`config.mk`:
```
export PLATFORM = sky130hd
export DESIGN_NAME = rom_load_sequencer
export DESIGN_NICKNAME = d
export VERILOG_FILES = /design/src/rtl/rom_load_sequencer.sv
export SDC_FILE = /design/constraint.sdc
export NUM_CORES = 1
export LEC_CHECK = 0
export BUFFER_PORTS_ARGS = -buffer_cell sky130_fd_sc_hd__buf_2
export CORE_ASPECT_RATIO = 1.4
export CORE_UTILIZATION = 53
export CTS_CLUSTER_SIZE = 20
export DETAILED_ROUTE_END_ITERATION = 7
export GPL_ROUTABILITY_DRIVEN = 0
export HOLD_SLACK_MARGIN = 0.05
export PLACE_DENSITY = 0.88
export SYNTH_ARGS = -nofsm -noshare
export SYNTH_HDL_FRONTEND = slang
export SYNTH_SLANG_ARGS = --single-unit
```
`constraint.sdc`:
```
create_clock -name clk_25 -period 2.9 [get_ports clk_25]
set_clock_uncertainty 0.15 [all_clocks]
set_input_delay 0.58 -clock clk_25 [delete_from_list [all_inputs] [get_ports clk_25]]
set_output_delay 0.58 -clock clk_25 [all_outputs]
set_load 0.1 [all_outputs]
```
`src/rtl/rom_load_sequencer.sv`:
```
// Steers HPS ROM download bytes onto the core ROM write port and holds core reset across the load.
// Optional checksum gate via `define ROM_CSUM_EN (adds csum_ok).
module rom_load_sequencer #(
  parameter logic [15:0] R0_END      = 16'h07FF,
  parameter logic [15:0] R1_END      = 16'h0FFF,
  parameter logic [15:0] R2_END      = 16'h17FF,
  parameter logic [15:0] R3_END      = 16'h1FFF,
`ifdef ROM_CSUM_EN
  parameter logic [7:0]  EXP_SUM     = 8'h00,
`endif
  parameter int unsigned HOLD_CYCLES = 16
) (
  input  logic        clk_25,
  input  logic        reset,
  input  logic        ioctl_download,
  input  logic        ioctl_wr,
  input  logic [24:0] ioctl_addr,
  input  logic [7:0]  ioctl_dout,
  output logic [15:0] dn_addr,
  output logic [7:0]  dn_data,
  output logic        dn_wr,
  output logic [3:0]  dn_cs,
  output logic        core_reset,
  output logic        busy,
  output logic        err_ovf,
  output logic [15:0] byte_cnt
`ifdef ROM_CSUM_EN
  ,
  output logic        csum_ok
`endif
);

  localparam int unsigned CNT_W = 16;

  typedef enum logic [1:0] {IDLE, LOAD, HOLD, ERR} state_t;

  state_t             state;
  logic [CNT_W-1:0]   hold_cnt;
  logic               dl_q;
  logic               dl_rise_c;
  logic               dl_fall_c;
  logic               in_range_c;
  logic               load_go_c;
  logic               hold_err_c;
  logic [3:0]         region_cs_c;
`ifdef ROM_CSUM_EN
  logic [7:0]         sum;
`endif

  assign dl_rise_c  = ioctl_download & ~dl_q;
  assign dl_fall_c  = ~ioctl_download & dl_q;
  assign in_range_c = (ioctl_addr[24:16] == 9'd0) && (ioctl_addr[15:0] <= R3_END);
  assign load_go_c  = dl_rise_c && (state != LOAD);

`ifdef ROM_CSUM_EN
  assign hold_err_c = err_ovf || (sum != EXP_SUM);
`else
  assign hold_err_c = err_ovf;
`endif

  // Lowest region whose end address covers the byte
  always_comb begin
    region_cs_c = 4'b1000;
    if (ioctl_addr[15:0] <= R0_END)      region_cs_c = 4'b0001;
    else if (ioctl_addr[15:0] <= R1_END) region_cs_c = 4'b0010;
    else if (ioctl_addr[15:0] <= R2_END) region_cs_c = 4'b0100;
  end

  always_ff @(posedge clk_25 or posedge reset) begin
    if (reset) begin
      state      <= HOLD;
      hold_cnt   <= CNT_W'(HOLD_CYCLES);
      dl_q       <= 1'b0;
      dn_addr    <= 16'd0;
      dn_data    <= 8'd0;
      dn_wr      <= 1'b0;
      dn_cs      <= 4'd0;
      core_reset <= 1'b1;
      busy       <= 1'b0;
      err_ovf    <= 1'b0;
      byte_cnt   <= 16'd0;
`ifdef ROM_CSUM_EN
      sum        <= 8'd0;
      csum_ok    <= 1'b0;
`endif
    end else begin
      dl_q  <= ioctl_download;
      dn_wr <= 1'b0;
      dn_cs <= 4'd0;
      if (load_go_c) begin
        // Any non-LOAD state restarts a load on a fresh download edge
        state      <= LOAD;
        busy       <= 1'b1;
        core_reset <= 1'b1;
        byte_cnt   <= 16'd0;
        err_ovf    <= 1'b0;
`ifdef ROM_CSUM_EN
        sum        <= 8'd0;
`endif
      end else begin
        case (state)
          IDLE: begin
            core_reset <= 1'b0;
            busy       <= 1'b0;
          end
          LOAD: begin
            core_reset <= 1'b1;
            busy       <= 1'b1;
            if (ioctl_wr) begin
              if (in_range_c) begin
                dn_wr   <= 1'b1;
                dn_addr <= ioctl_addr[15:0];
                dn_data <= ioctl_dout;
                dn_cs   <= region_cs_c;
                if (byte_cnt != 16'hFFFF) byte_cnt <= byte_cnt + 16'd1;
`ifdef ROM_CSUM_EN
                sum     <= sum + ioctl_dout;
`endif
              end else begin
                err_ovf <= 1'b1;
              end
            end
            if (dl_fall_c) begin
              state    <= HOLD;
              hold_cnt <= CNT_W'(HOLD_CYCLES);
            end
          end
          HOLD: begin
            core_reset <= 1'b1;
            busy       <= 1'b1;
            // Exit on the cycle that completes HOLD_CYCLES cycles of held reset
            if (hold_cnt <= CNT_W'(1)) begin
              busy <= 1'b0;
`ifdef ROM_CSUM_EN
              csum_ok <= (sum == EXP_SUM);
`endif
              if (hold_err_c) begin
                state <= ERR;
              end else begin
                state      <= IDLE;
                core_reset <= 1'b0;
              end
            end else begin
              hold_cnt <= hold_cnt - CNT_W'(1);
            end
          end
          ERR: begin
            core_reset <= 1'b1;
            busy       <= 1'b0;
          end
        endcase
      end
    end
  end

endmodule
```
# [Word-level counts from Yosys, hierarchy flattened]
# Cells that the tools add are included.
[totals] register_bits=67 latchBits=0 mem_bits_rw=0 romBits=0 in_bits=37 out_inout_bits=48 elab_cells=85 n_memories=0
[classes] n_addsub=2 n_mul=0 div=0 magnitude_cmp=5 eq_ne=10 shifts=0 n_mux=35 bitwise_logic=5 reduce_logical=17
[op_table] cell="two-way mux 16 bit" count=7
[op_table] cell="less-or-equal comparator 16 x 13 -> 1 bit, second input constant" count=2
[op_table] cell="case mux 16 bit (2 select lines)" count=1
[op_table] cell="two-way mux 4 bit" count=7
[op_table] cell="adder 16 x 1 -> 16 bit, second input constant" count=1
[op_table] cell="less-or-equal comparator 16 x 1 -> 1 bit, second input constant" count=1
[op_table] cell="less-or-equal comparator 16 x 11 -> 1 bit, second input constant" count=1
[op_table] cell="less-or-equal comparator 16 x 12 -> 1 bit, second input constant" count=1
[op_table] cell="inequality test 16 bit, second input constant" count=1
[op_table] cell="subtractor 16 x 1 -> 16 bit, second input constant" count=1
[op_table] cell="two-way mux 1 bit" count=13
[op_table] cell="AND reduction 4 bit" count=3
[op_table] cell="nonzero test 2 bit" count=5
[op_table] cell="logical NOT 9 bit" count=1
[op_table] cell="two-way mux 2 bit" count=4
[op_table] cell="inequality test 3 bit, second input constant" count=2
[op_table] cell="case mux 1 bit (3 select lines)" count=2
[op_table] cell="AND reduction 3 bit" count=2
[op_table] cell="equality test 2 bit, second input constant" count=2
[op_table] cell="inequality test 2 x 1 -> 1 bit, second input constant" count=2
[op_table] cell="inequality test 2 bit, second input constant" count=2
[op_table] cell="case mux 2 bit (2 select lines)" count=1
[op_table] cell="OR reduction 2 bit" count=2
[op_table] cell="inverter 1 bit" count=3
[op_table] cell="5 further kinds" count=7

# [Longest topological paths before layout]
# Gate-level depths: netlist of the first run.
[logic_depth] ltp_word=8 mapped_depth=9 ltp_nobuf=7

# [Least setup slack after synthesis of the first run]
# OpenSTA, ideal clock, no wires.
[synth_timing] path_type="flip-flop to flip-flop" from="reg byte_cnt[6]" to="reg byte_cnt[5]" setup_ps=78 t_arrival_ps=2445 t_required_ps=2672 slack_ps=227 path_stages_with_launch=6 path_buffers=0 synth_period_minus_slack_ps=2673 cell_sequence="dfrtp_1 nand4_1 or3_1 o211ai_1 o21ai_0 a21oi_1"
[synth_via] elab_chain_len=3
[synth_rtl] item="start, declared" line="26" source="output logic [15:0] byte_cnt"
[synth_rtl] item="start signal, assigned" line="115" source="if (byte_cnt != 16'hFFFF) byte_cnt <= byte_cnt + 16'd1;"
[synth_rtl] item="inequality test 16 bit" line="115"
[synth_rtl] item="nonzero test 2 bit (no line)"
[synth_rtl] item="AND reduction 4 bit (no line)"
# Every way passes these cells.
# A chain may end at the register's enable or synchronous reset.

# [Final worst setup path of the first run]
[layout_timing] from="reg state[1]" to="reg hold_cnt[14]"
[layout_via] elab_chain_len=4 word_cells_on_any_way=10 classes_between="eq/ne: 5; mux: 1; bitwise: 1; reduce/logical: 3"
[layout_rtl] item="start, declared" line="37" source="state_t state;"
[layout_rtl] item="start signal, assigned" line="71" source="state <= HOLD;"
[layout_rtl] item="start signal, assigned" line="92" source="state <= LOAD;"
[layout_rtl] item="start signal, assigned" line="124" source="state <= HOLD;"
[layout_rtl] item="parallel branches: the longest is 4 deep, another holds AND reduction 4 bit"
[layout_rtl] item="end signal, assigned" line="72" source="hold_cnt <= CNT_W'(HOLD_CYCLES);"
[layout_rtl] item="end signal, assigned" line="125" source="hold_cnt <= CNT_W'(HOLD_CYCLES);"
[layout_rtl] item="end signal, assigned" line="144" source="hold_cnt <= hold_cnt - CNT_W'(1);"
[layout_rtl] item="end, declared" line="38" source="logic [CNT_W-1:0] hold_cnt;"
# Several ways; the timed one is not identified.

==> results.md, run 1 <==
| Stage | Parameter | Value |
|:---|:---|:---|
| cells and area | Antenna Cells | 0 |
| critical path | Critical Path Most Common Cell | a21oi_1 |
| yosys | Fraction of synthesized cell area taken by the top area cell type | 49.55% |
| yosys | Synth Area per Inst | 9.705 sq um |
| die | Number of cell rows | 33 |
| outcome | Run status | finished clean |
| job | Max-capacitance violation count | 0 |
| pwr | Power per cell area | 786.1 nW/um^2 |
| hold path | Path class of the lowest-slack min-delay path | in2async |
| timing | Setup repair after global routing missed its margin | no |
| cells and area | Final-layout fill cell count | 463 |
| yosys | Number of flops mapped to enable cells by yosys | 0 |
| timing | Fmax | 0.4154 GHz |
| critical path | Critical path class | reg2reg |
| pwr | Reported leakage power | 2.037 nW |
| critical path | Slowest cell on the critical path | dfstp_2 |
| timing | Least-Margin Pin Slew | 0.7091 ns |
| critical path | Critical path cell sequence | inv_1 > ha_1 > a21oi_1 > o211ai_4 > or4_1 > a21oi_1 |
| die | Full die area | 6418 sq um |
| cells and area | Core Util, Final | 67.58% |
| cells and area | Net count reported at finish | 466 |
| yosys | Post-synth ARST share | 100.0% |
| critical path | Capturing element type of the critical path | flip-flop |
| cts | Maximum number of buffers from clock root to sink | 2 |
| pwr | Post-route total power | 3.115 mW |
| global route | GR Overflow Total | 0 |
| routing | Number of DRC violations after detailed-routing iteration 0 | 252 |
| routing | Via density per instance | 5.966 |
| cts | Clock net sink count | 67 |
| routing | Average routed wire per standard cell | 15.68 microns |
| cts | Number of buffers created by CTS | 9 |
| yosys | Synth warn | 0 |
| die | Io pins | 85 |
| routing | First-pass detailed-route iteration total | 5 |
| die | Die extent in x | 68.00 microns |
| yosys | Cell area after synthesis | 3232 sq um |
| timing | Period utilization | 83.00% |
| critical path | Largest fanout of any net on the critical path | 18 |
| timing | Relative max-transition margin | 52.66% |
| die | Core ar. | 5863 sq um |
| timing | Setup TNS | 0 ns |
| yosys | Top_reg_cell synth | dfrtp_1 |
| pwr | Maximum resistive drop on vdd | 0.5122 mV |
| cells and area | Post-synthesis to final-layout area growth | 22.61% |
| yosys | Area contributors post-synth | dfrtp_1 50%, nand2_1 9.1%, o31ai_1 2.8% |
| timing | Pins over their slew limit | 0 |
| cts | Clock Latency Late Sink | 0.34 ns |
| yosys | Distinct cell type count after synthesis | 48 |
| cts | Clock-pin slew on the worst setup and hold paths | 0.08 ns |
| cts | TritonCTS clock tree | yes |
| cts | Hold-fix buffer count after cts | 0 |
| critical path | Kind of start point of the critical path | flip-flop |
| global route | Initial antenna violation count | 0 |
| cells and area | Fraction of layout cells with a size suffix above 1 | 27.63% |
| die | Die height | 94.40 microns |
| routing | Count of nets left with antenna violations after detail routing | 0 |
| critical path | Worst stage delay on the critical path | 0.55 ns |
| routing | Routed via count | 2965 |
| die | Starting utilization of the core area | 55.12% |
| cts | H-tree depth reported by CTS | 3 |
| cts | Clock root buffer | clkbuf_8 |
| timing | Final hold violations | 0 |
| cts | Setup Buffers After CTS | 0 |
| timing | Number of endpoints failing setup at the final stage | 0 |
| global route | Vias in the first global route | 2814 |
| place | HPWL reported at the end of detailed placement | 5.613 mm |
| critical path | Required time reported for the critical path endpoint | 3.02 ns |
| global route | Total global routing track utilization | 25.86% |
| timing | Min Clock Period, post-route | 2.407 ns |
| critical path | CP Data Arrival Time | 2.53 ns |
| global route | Largest net degree at the start of global routing | 34 |
| yosys | Fraction of the yosys area taken by sequential cells | 51.99% |
| cts | Number of instances resized during post-cts repair | 0 |
| global route | Wire length of the first global-routing pass | 12.23 mm |
| place | Count of buffers inserted at the top-level ports | 84 |
| yosys | Count of state elements after synthesis | 67 |
| yosys | Gate count of the mapped netlist | 333 |
| routing | WL final | 7.792 mm |
| routing | DRC violations left | 0 |
| yosys | Net Count, Synth | 377 |
| yosys | Cell type contributing the most total cell area after synthesis | dfrtp_1 |
## area by class of cell
| cell class | count | area [sq um] | share of cell area [%] |
|---|---|---|---|
| clock buffers | 9 | 123.9 | 3.126 |
| well taps | 70 | 87.58 | 2.210 |
| flip-flops and latches | 67 | 1680 | 42.41 |
| multi-input cells | 243 | 1453 | 36.66 |
| clock inverters | 7 | 98.84 | 2.494 |
| inverters | 11 | 41.29 | 1.042 |
| repair buffers | 90 | 478.0 | 12.06 |
## per-stage QoR
step                hold WS [ns]  instance area [sq um]  instances  worst slack (ns)
floorplan                 0.3171                   3232        333            0.2270
global placement          0.2955                   3740        481            0.4040
detailed placement        0.2999                   3740        481            0.2720
CTS                       0.2120                   3963        497            0.5129
global route              0.2228                   3963        497            0.3536
finish                    0.1901                   3963        497            0.4929
## where the power goes
part | total, mW | internal, mW | switching, mW | leakage (nW)
clock network | 0.873 | 0.490 | 0.384 | 0.110
registers | 1.22 | 1.08 | 0.142 | 0.909
logic | 1.02 | 0.324 | 0.697 | 1.02
total | 3.11 | 1.89 | 1.22 | 2.04
## critical path, delay by kind of cell, from the launching register on
kind / cells / cell delay, ns
fa+ha+maj: 1 / 0.31
buf+inv: 1 / 0.07
flops: 1 / 0.55
simple gates: 1 / 0.52
compound gates: 3 / 0.74
## worst paths after layout
kind                                 from            to  slack (ns)  depth (start not counted)
max                              state[1]  hold_cnt[14]        0.49                          6
min                                 reset   hold_cnt[9]        0.19                          2
max reg2reg                      state[1]  hold_cnt[14]        0.49                          6
min reg2reg                    dn_data[0]    dn_data[0]        0.32                          2
max in group asynchronous           reset  hold_cnt[12]        1.72                          3
min in group clk_25        ioctl_download          dl_q        0.22                          1
## state kept, by name (all words and copies together) (netlist names)
| register | cells |
|---|---|
| state | 2 |
| dn_data | 8 |
| busy | 1 |
| byte_cnt | 16 |
| hold_cnt | 16 |
| dn_wr | 1 |
| core_reset | 1 |
| dl_q | 1 |
| dn_addr | 16 |
| err_ovf | 1 |
| dn_cs | 4 |
## synthesized netlist by cell type (8+ instances only)
cell type	count
a21oi_1	14
dfrtp_1	64
inv_1	11
nand2_1	78
nand3_1	11
nor2_1	15
nor3_1	9
o21ai_0	9
o31ai_1	12
or3_1	10
or4_1	8
## metal layers
metal	global-route usage, %	part of all wire (%)	vias up
met5	0	0	-
met3	4.106	6.4	24
li1	-	-	1376
met2	41.42	52	126
met4	15.10	3.1	0
met1	32.34	38	1439
## layout by cell type (no fill, tap or decap), types with 5 or more instances in the layout
| master | n |
|---|---|
| clkbuf_8 | 9 |
| a21oi_1 | 14 |
| buf_4 | 5 |
| nand2_1 | 78 |
| o211ai_1 | 7 |
| nor3_1 | 9 |
| nand2b_1 | 5 |
| nand3_1 | 11 |
| buf_2 | 84 |
| nor2_1 | 15 |
| nor2b_1 | 5 |
| ha_1 | 7 |
| or4_1 | 8 |
| dfrtp_1 | 64 |
| inv_1 | 10 |
| or3_1 | 10 |
| o21ai_0 | 9 |
| o31ai_1 | 12 |
## cells by family after synthesis
kind of cell    Yosys count  synth area share, %
mux                       4                1.239
fa+ha+maj                 7                2.710
xor+xnor                  3               0.8132
compound gates           65                14.87
flops                    67                51.99
buf+inv                  23                3.058
simple gates            164                25.32
Note: power is estimated with default switching activity, not from simulation.
==> inputs of run 2 (changes only) <==
clock period = 2.4 ns   (was 2.9 ns; I/O delays follow)
==> run 2 against run 1 <==
Non-clock buffer count up 11. Routed wire length increased by 0.15%. Combinational power up 37%. Sequential power is 20% higher. Final area rose by 2.4%. Worst hold slack lost 0.073 ns. Worst setup slack lost 0.37 ns. Via count grew 0.44%. Sequential cell count unchanged. Critical endpoint is now hold_cnt[12]. Largest cell class unchanged.
==> results.md, run 2 (same netlist as run 1, synthesis figures left out) <==
| Stage | Parameter | Value | Change |
|:---|:---|:---|:---|
| outcome | Run status | finished clean |  |
| pwr | Post-route total power | 3.820 mW | +23% |
| cells and area | Leading cell type in the layout, fill and taps excluded | buf_2 |  |
| job | Max-capacitance violation count | 0 | unchanged |
| cts | Clock Latency Late Sink | 0.35 ns | about the same |
| global route | Wire length of the first global-routing pass | 12.58 mm | +2.8% |
| cells and area | Most frequent cells in the layout | 84 x buf_2, 78 x nand2_1, 52 x dfrtp_1 |  |
| cells and area | Post-synthesis to final-layout area growth | 25.59% |  |
| critical path | Critical path cell sequence | or3_1 > or4_4 > o211ai_4 > nor4b_1 > o21a_1 |  |
| cts | H-tree depth reported by CTS | 3 | unchanged |
| routing | First-pass detailed-route iteration total | 5 | unchanged |
| die | Full die area | 6418 sq um | unchanged |
| timing | Number of endpoints failing setup at the final stage | 0 | unchanged |
| die | Die height | 94.40 microns | unchanged |
| timing | Least-Margin Pin Slew | 0.5821 ns | -0.1270 ns |
| critical path | Worst stage delay on the critical path | 0.54 ns | about the same |
| timing | Setup TNS | 0 ns | unchanged |
| cells and area | Core Util, Final | 69.23% | +1.6 points |
| cts | Clock net sink count | 67 | unchanged |
| place | Standard cell area after detailed placement | 3834 sq um | +2.5% |
| pwr | Maximum resistive drop on vdd | 0.6021 mV | +18% |
| critical path | Largest fanout of any net on the critical path | 18 | unchanged |
| cells and area | Post-layout instance count excluding filler cells | 508 | +2.2% |
| timing | Final hold violations | 0 | unchanged |
| cells and area | Antenna Cells | 0 | unchanged |
| global route | Initial antenna violation count | 0 | unchanged |
| timing | Final worst-path setup slack | 0.1190 ns | -0.3739 ns |
| timing | Fmax | 0.4384 GHz | +5.5% |
| cells and area | Final-layout fill cell count | 427 | -7.8% |
| routing | Average routed wire per standard cell | 15.36 microns | -2.0% |
| cts | TritonCTS clock tree | yes |  |
| timing | Period utilization | 95.04% | +12 points |
| cells and area | Leading registers by flop count | byte_cnt (16), dn_addr (16), hold_cnt (16) |  |
| timing | Setup repair after global routing missed its margin | no |  |
| place | HPWL reported at the end of detailed placement | 5.537 mm | -1.4% |
| routing | Number of DRC violations after detailed-routing iteration 0 | 193 | -23% |
| cells and area | Area of all placed cells without fillers | 4059 sq um | +2.4% |
| timing | Pins over their slew limit | 0 | unchanged |
| routing | Count of nets left with antenna violations after detail routing | 0 | unchanged |
| die | Starting utilization of the core area | 55.12% | unchanged |
| place | Post-Place Cells | 491 | +2.1% |
| cells and area | Fraction of layout cells with a size suffix above 1 | 32.88% | +5.2 points |
| critical path | CP Data Arrival Time | 2.38 ns | -0.15 ns |
| die | Io pins | 85 | unchanged |
| pwr | Reported leakage power | 2.060 nW | +1.1% |
| timing | Min Clock Period, post-route | 2.281 ns | -0.1261 ns |
| pwr | NetSw | 1.539 mW | +26% |
| hold path | Path class of the lowest-slack min-delay path | in2reg |  |
| global route | Vias in the first global route | 2841 | +0.96% |
| critical path | Critical path class | reg2reg |  |
| critical path | Capturing element type of the critical path | flip-flop |  |
| pwr | Part of the total power dissipated in the clock network | 25.0% | -3.0 points |
| pwr | Relative contribution of combinational cells to total power | 36.7% | +3.9 points |
| die | Core ar. | 5863 sq um | unchanged |
| routing | DRC violations left | 0 | unchanged |
| pwr | Power per cell area | 941.1 nW/um^2 | +20% |
| die | Die extent in x | 68.00 microns | unchanged |
| cts | Clock-pin slew on the worst setup and hold paths | 0.08 ns | about the same |
| critical path | Slowest cell on the critical path | or4_4 |  |
| global route | Total global routing track utilization | 26.39% | +0.53 points |
| cts | Maximum number of buffers from clock root to sink | 2 | unchanged |
| timing | Worst hold margin | 0.1170 ns | -0.07311 ns |
| place | Setup slack at placement | -0.07570 ns | -0.3477 ns |
| critical path | Worst path top cell family by delay | simple AND/OR/NAND/NOR gates |  |
| routing | Via density per instance | 5.862 | -1.7% |
| cts | Clock root buffer | clkbuf_8 |  |
| cts | Number of buffers created by CTS | 9 | unchanged |
| routing | Routed via count | 2978 | +0.44% |
| cells and area | Net count reported at finish | 477 | +2.4% |
| critical path | Kind of start point of the critical path | flip-flop |  |
| place | Count of buffers inserted at the top-level ports | 84 | unchanged |
| die | Number of cell rows | 33 | unchanged |
| pwr | Fraction of power spent switching nets | 40.29% | +1.0 points |
| critical path | Buffers plus inverters on the worst setup path | 0 | -1 |
| global route | GR Overflow Total | 0 | unchanged |
| pwr | Internal power component | 2.281 mW | +21% |
| global route | Largest net degree at the start of global routing | 52 | +53% |
| critical path | Required time reported for the critical path endpoint | 2.50 ns | -0.52 ns |
| timing | Relative max-transition margin | 61.02% | +8.4 points |
| routing | WL final | 7.804 mm | +0.15% |
| pwr | Sequential Power Share | 38.4% | -0.8 points |
## run 2: power by group through the flow
| stage | Combinational (mW) | Clock [mW] | Sequential [mW] |
|---|---|---|---|
| 6_report | 1.40 | 0.954 | 1.47 |
| 4_1_cts | 1.37 | 0.975 | 1.46 |
| 2_1_floorplan | 0.798 | 0 | 1.65 |
| 5_1_grt | 1.52 | 1.02 | 1.49 |
| 3_3_place_gp | 1.30 | 0 | 1.47 |
| 3_5_place_dp | 1.35 | 0 | 1.48 |
## run 2: final timing paths
kind,startpoint,to,slack (ns),depth (start not counted)
setup / recovery,hold_cnt[4],hold_cnt[12],0.12,5
hold / removal,ioctl_download,dl_q,0.12,1
setup reg to reg,hold_cnt[4],hold_cnt[12],0.12,5
hold reg to reg,dn_data[4],dn_data[4],0.32,2
max in group asynchronous,reset,state[1],0.94,4
min in group asynchronous,reset,dn_data[4],0.52,3
## run 2: routing by layer
layer,up-vias,part of all wire (%),global-route usage (%)
met5,-,0,0
met4,0,2.4,11.63
met3,16,5.7,6.884
met2,103,51,42.16
met1,1460,40,33.01
li1,1399,-,-
## run 2: repair_timing
| item | in CTS | in global routing |
|---|---|---|
| setup buffers | 0 | 0 |
| hold buffers | 1 | 0 |
| setup endpoints to repair | 0 | 4 |
| resized for setup | 0 | 4 |
| endpoints found under the hold margin | 16 | 0 |
## run 2: area by class of cell
type	count	area, sq um	area share (%)
Clock buffer	9	123.9	3.052
Clock inverter	7	75.07	1.850
Inverter	11	45.04	1.110
Multi-Input combinational cell	243	1469	36.19
Sequential cell	67	1695	41.77
Tap cell	70	87.58	2.158
Timing Repair Buffer	101	563.0	13.87
==> inputs of run 3 (changes only) <==
CORE_UTILIZATION = 47   (was 53)
PLACE_DENSITY = 0.83   (was 0.88)
clock period = 1.87 ns   (was 2.4 ns; I/O delays follow)
==> run 3 against run 2 <==
The flow now finishes with violations (negative setup slack). Sequential power is 26% higher. Via count up 17%. Critical path depth up 1. Combinational power increased by 130%. Non-clock buffer count is 89 higher. Critical path type unchanged. Critical endpoint is now hold_cnt[14]. Largest cell class is now multi-input gates. Largest power group is now combinational logic. Highest routed layer unchanged.
==> results.md, run 3 (same netlist as run 1, synthesis figures left out) <==
| Stage | Parameter | Value | Change |
|:---|:---|:---|:---|
| timing | Final worst-path setup slack | -0.4058 ns | -0.5248 ns |
| die | Starting utilization of the core area | 48.87% | -6.2 points |
| hold path | Worst Hold Depth | 3 | +2 |
| global route | Wire length of the first global-routing pass | 15.68 mm | +25% |
| cts | Clock-pin slew on the worst setup and hold paths | 0.09 ns | about the same |
| outcome | Failing checks | negative setup slack |  |
| routing | WL final | 10.95 mm | +40% |
| cts | H-tree depth reported by CTS | 3 | unchanged |
| critical path | Internal reg-to-reg setup slack | -0.41 ns | -0.52 ns |
| pwr | Fraction of power spent switching nets | 41.27% | +0.99 points |
| die | Die height | 100.1 microns | +6.1% |
| critical path | R2r startpoint | hold_cnt[3] |  |
| critical path | Largest fanout of any net on the critical path | 14 | -4 |
| timing | Setup repair after global routing missed its margin | yes |  |
| critical path | CP Data Arrival Time | 2.41 ns | +0.03 ns |
| die | Core ar. | 6613 sq um | +13% |
| die | Full die area | 7216 sq um | +12% |
| critical path | Cell count of the worst reg-to-reg path | 6 | +1 |
| cells and area | Antenna Cells | 0 | unchanged |
| pwr | Maximum resistive drop on vdd | 1.603 mV | +170% |
| critical path | Critical path class | reg2reg |  |
| pwr | Power per cell area | 1210 nW/um^2 | +29% |
| cells and area | Leading registers by flop count | byte_cnt (16), dn_addr (16), hold_cnt (16) |  |
| cells and area | Area of all placed cells without fillers | 5269 sq um | +30% |
| hold path | Startpoint of the lowest-slack hold path | ioctl_dout[4] |  |
| cts | Clock net sink count | 67 | unchanged |
| global route | Total global routing track utilization | 28.54% | +2.1 points |
| place | HPWL reported at the end of detailed placement | 6.518 mm | +18% |
| pwr | Relative contribution of combinational cells to total power | 50.8% | +14 points |
| routing | Via density per instance | 5.612 | -4.3% |
| job | Max-capacitance violation count | 0 | unchanged |
| timing | Pins over their slew limit | 0 | unchanged |
| place | Setup slack at placement | -0.3841 ns | -0.3084 ns |
| cells and area | Post-synthesis to final-layout area growth | 63.03% |  |
| pwr | NetSw | 2.632 mW | +71% |
| pwr | Sequential Power Share | 29.0% | -9.4 points |
| cells and area | Most frequent cells in the layout | 88 x buf_4, 78 x buf_2, 75 x nand2_1 |  |
| cts | Maximum number of buffers from clock root to sink | 2 | unchanged |
| global route | Initial antenna violation count | 0 | unchanged |
| timing | Final hold violations | 0 | unchanged |
| timing | Period utilization | 121.7% | +27 points |
| timing | Relative max-transition margin | 64.99% | +4.0 points |
| routing | Count of nets left with antenna violations after detail routing | 0 | unchanged |
| cts | TritonCTS clock tree | yes |  |
| routing | First-pass detailed-route iteration total | 5 | unchanged |
| pwr | Reported leakage power | 2.606 nW | +27% |
| pwr | Part of the total power dissipated in the clock network | 20.1% | -4.9 points |
| routing | DRC violations left | 0 | unchanged |
| critical path | Critical path cell sequence | or3_4 > or4_4 > o211ai_4 > buf_12 > o31ai_1 > a21oi_1 |  |
| routing | Number of DRC violations after detailed-routing iteration 0 | 261 | +35% |
| timing | Worst hold margin | 0.05637 ns | -0.06062 ns |
| place | Standard cell area after detailed placement | 4499 sq um | +17% |
| critical path | Required time reported for the critical path endpoint | 2.00 ns | -0.50 ns |
| critical path | Slowest cell on the critical path | or4_4 |  |
| global route | Vias in the first global route | 3445 | +21% |
| timing | Fmax | 0.4394 GHz | +0.23% |
| outcome | Run status | finished with violations |  |
| hold path | Path class of the lowest-slack min-delay path | in2reg |  |
| routing | Average routed wire per standard cell | 17.69 microns | +15% |
| place | Count of buffers inserted at the top-level ports | 84 | unchanged |
| cts | Clock Latency Late Sink | 0.35 ns | about the same |
| die | Die extent in x | 72.08 microns | +6.0% |
| critical path | R2R Path End | hold_cnt[14] |  |
| timing | Least-Margin Pin Slew | 0.5229 ns | -0.05921 ns |
| pwr | Internal power component | 3.744 mW | +64% |
| die | Io pins | 85 | unchanged |
| cells and area | Leading cell type in the layout, fill and taps excluded | buf_4 |  |
| critical path | Worst stage delay on the critical path | 0.55 ns | about the same |
| critical path | Kind of start point of the critical path | flip-flop |  |
| cts | Clock root buffer | clkbuf_8 |  |
| hold path | End of the worst hold path | dn_data[4] |  |
| timing | Min Clock Period, post-route | 2.276 ns | -0.005151 ns |
| cells and area | Net count reported at finish | 566 | +19% |
| timing | Number of endpoints failing setup at the final stage | 32 | +32 |
| critical path | Capturing element type of the critical path | flip-flop |  |
| global route | GR Overflow Total | 0 | unchanged |
| cts | Number of buffers created by CTS | 9 | unchanged |
| die | Number of cell rows | 35 | +6.1% |
| cells and area | Fraction of layout cells with a size suffix above 1 | 56.55% | +24 points |
| routing | Routed via count | 3474 | +17% |
| global route | Largest net degree at the start of global routing | 39 | -25% |
[run 3: repair_timing]
action | CTS | global route
resized for setup | 45 | 50
setup buffers | 20 | 11
gates cloned | 0 | 0
pin swaps | 20 | 26
hold buffers | 2 | 0
hold endpoints to repair | 65 | 0
endpoints found under the setup margin | 60 | 64
[run 3: how the worst max path moves through the flow]
stage / end / slack, ns / start
2_1_floorplan: hold_cnt[10] / -0.34 / hold_cnt[0]
3_3_place_gp: byte_cnt[10] / -0.28 / ioctl_addr[17]
5_1_grt: byte_cnt[5] / -0.47 / byte_cnt[6]
6_report: hold_cnt[14] / -0.41 / hold_cnt[3]
4_1_cts: hold_cnt[14] / -0.33 / hold_cnt[3]
3_5_place_dp: byte_cnt[8] / -0.38 / ioctl_addr[17]
[run 3: routing by layer]
metal  GRT usage [%]  part of all wire, %  wire length [microns]
met5               0                    0                      0
met4           15.99                  4.5                    494
met1           29.06                   36                   3915
met2           53.06                   56                   6080
met3           5.723                  4.2                    458
[run 3: per-stage QoR]
stage	power (mW)	instances	TNS, ns	util [%]
2_1_floorplan	3.250	333	-5.319	-
3_3_place_gp	4.177	576	-8.261	68.04
3_5_place_dp	4.274	576	-12.29	68.04
4_1_cts	6.065	614	-5.301	76.59
5_1_grt	6.642	619	-9.857	79.68
6_report	6.376	619	-7.429	79.68
[run 3: worst max-delay path, delay by kind of cell, from the launching register on]
kind	cells	cell delay, ns
simple gates	2	0.94
compound gates	3	0.52
flops	1	0.41
buf+inv	1	0.18
[run 3: layout make-up]
class	count	area, sq um
multi-input cells	243	1844
flip-flops and latches	67	1733
fillers	349	1344
repair buffers	190	1321
clock buffers	9	123.9
well taps	92	115.1
clock inverters	7	83.83
inverters	11	47.55
[run 3: power by group through the flow]
| stage | logic (mW) | clock network, mW | registers (mW) |
|---|---|---|---|
| floorplan | 1.12 | 0 | 2.13 |
| global placement | 2.36 | 0 | 1.82 |
| detailed placement | 2.44 | 0 | 1.84 |
| CTS | 2.95 | 1.29 | 1.83 |
| global route | 3.42 | 1.35 | 1.87 |
| finish | 3.24 | 1.28 | 1.85 |
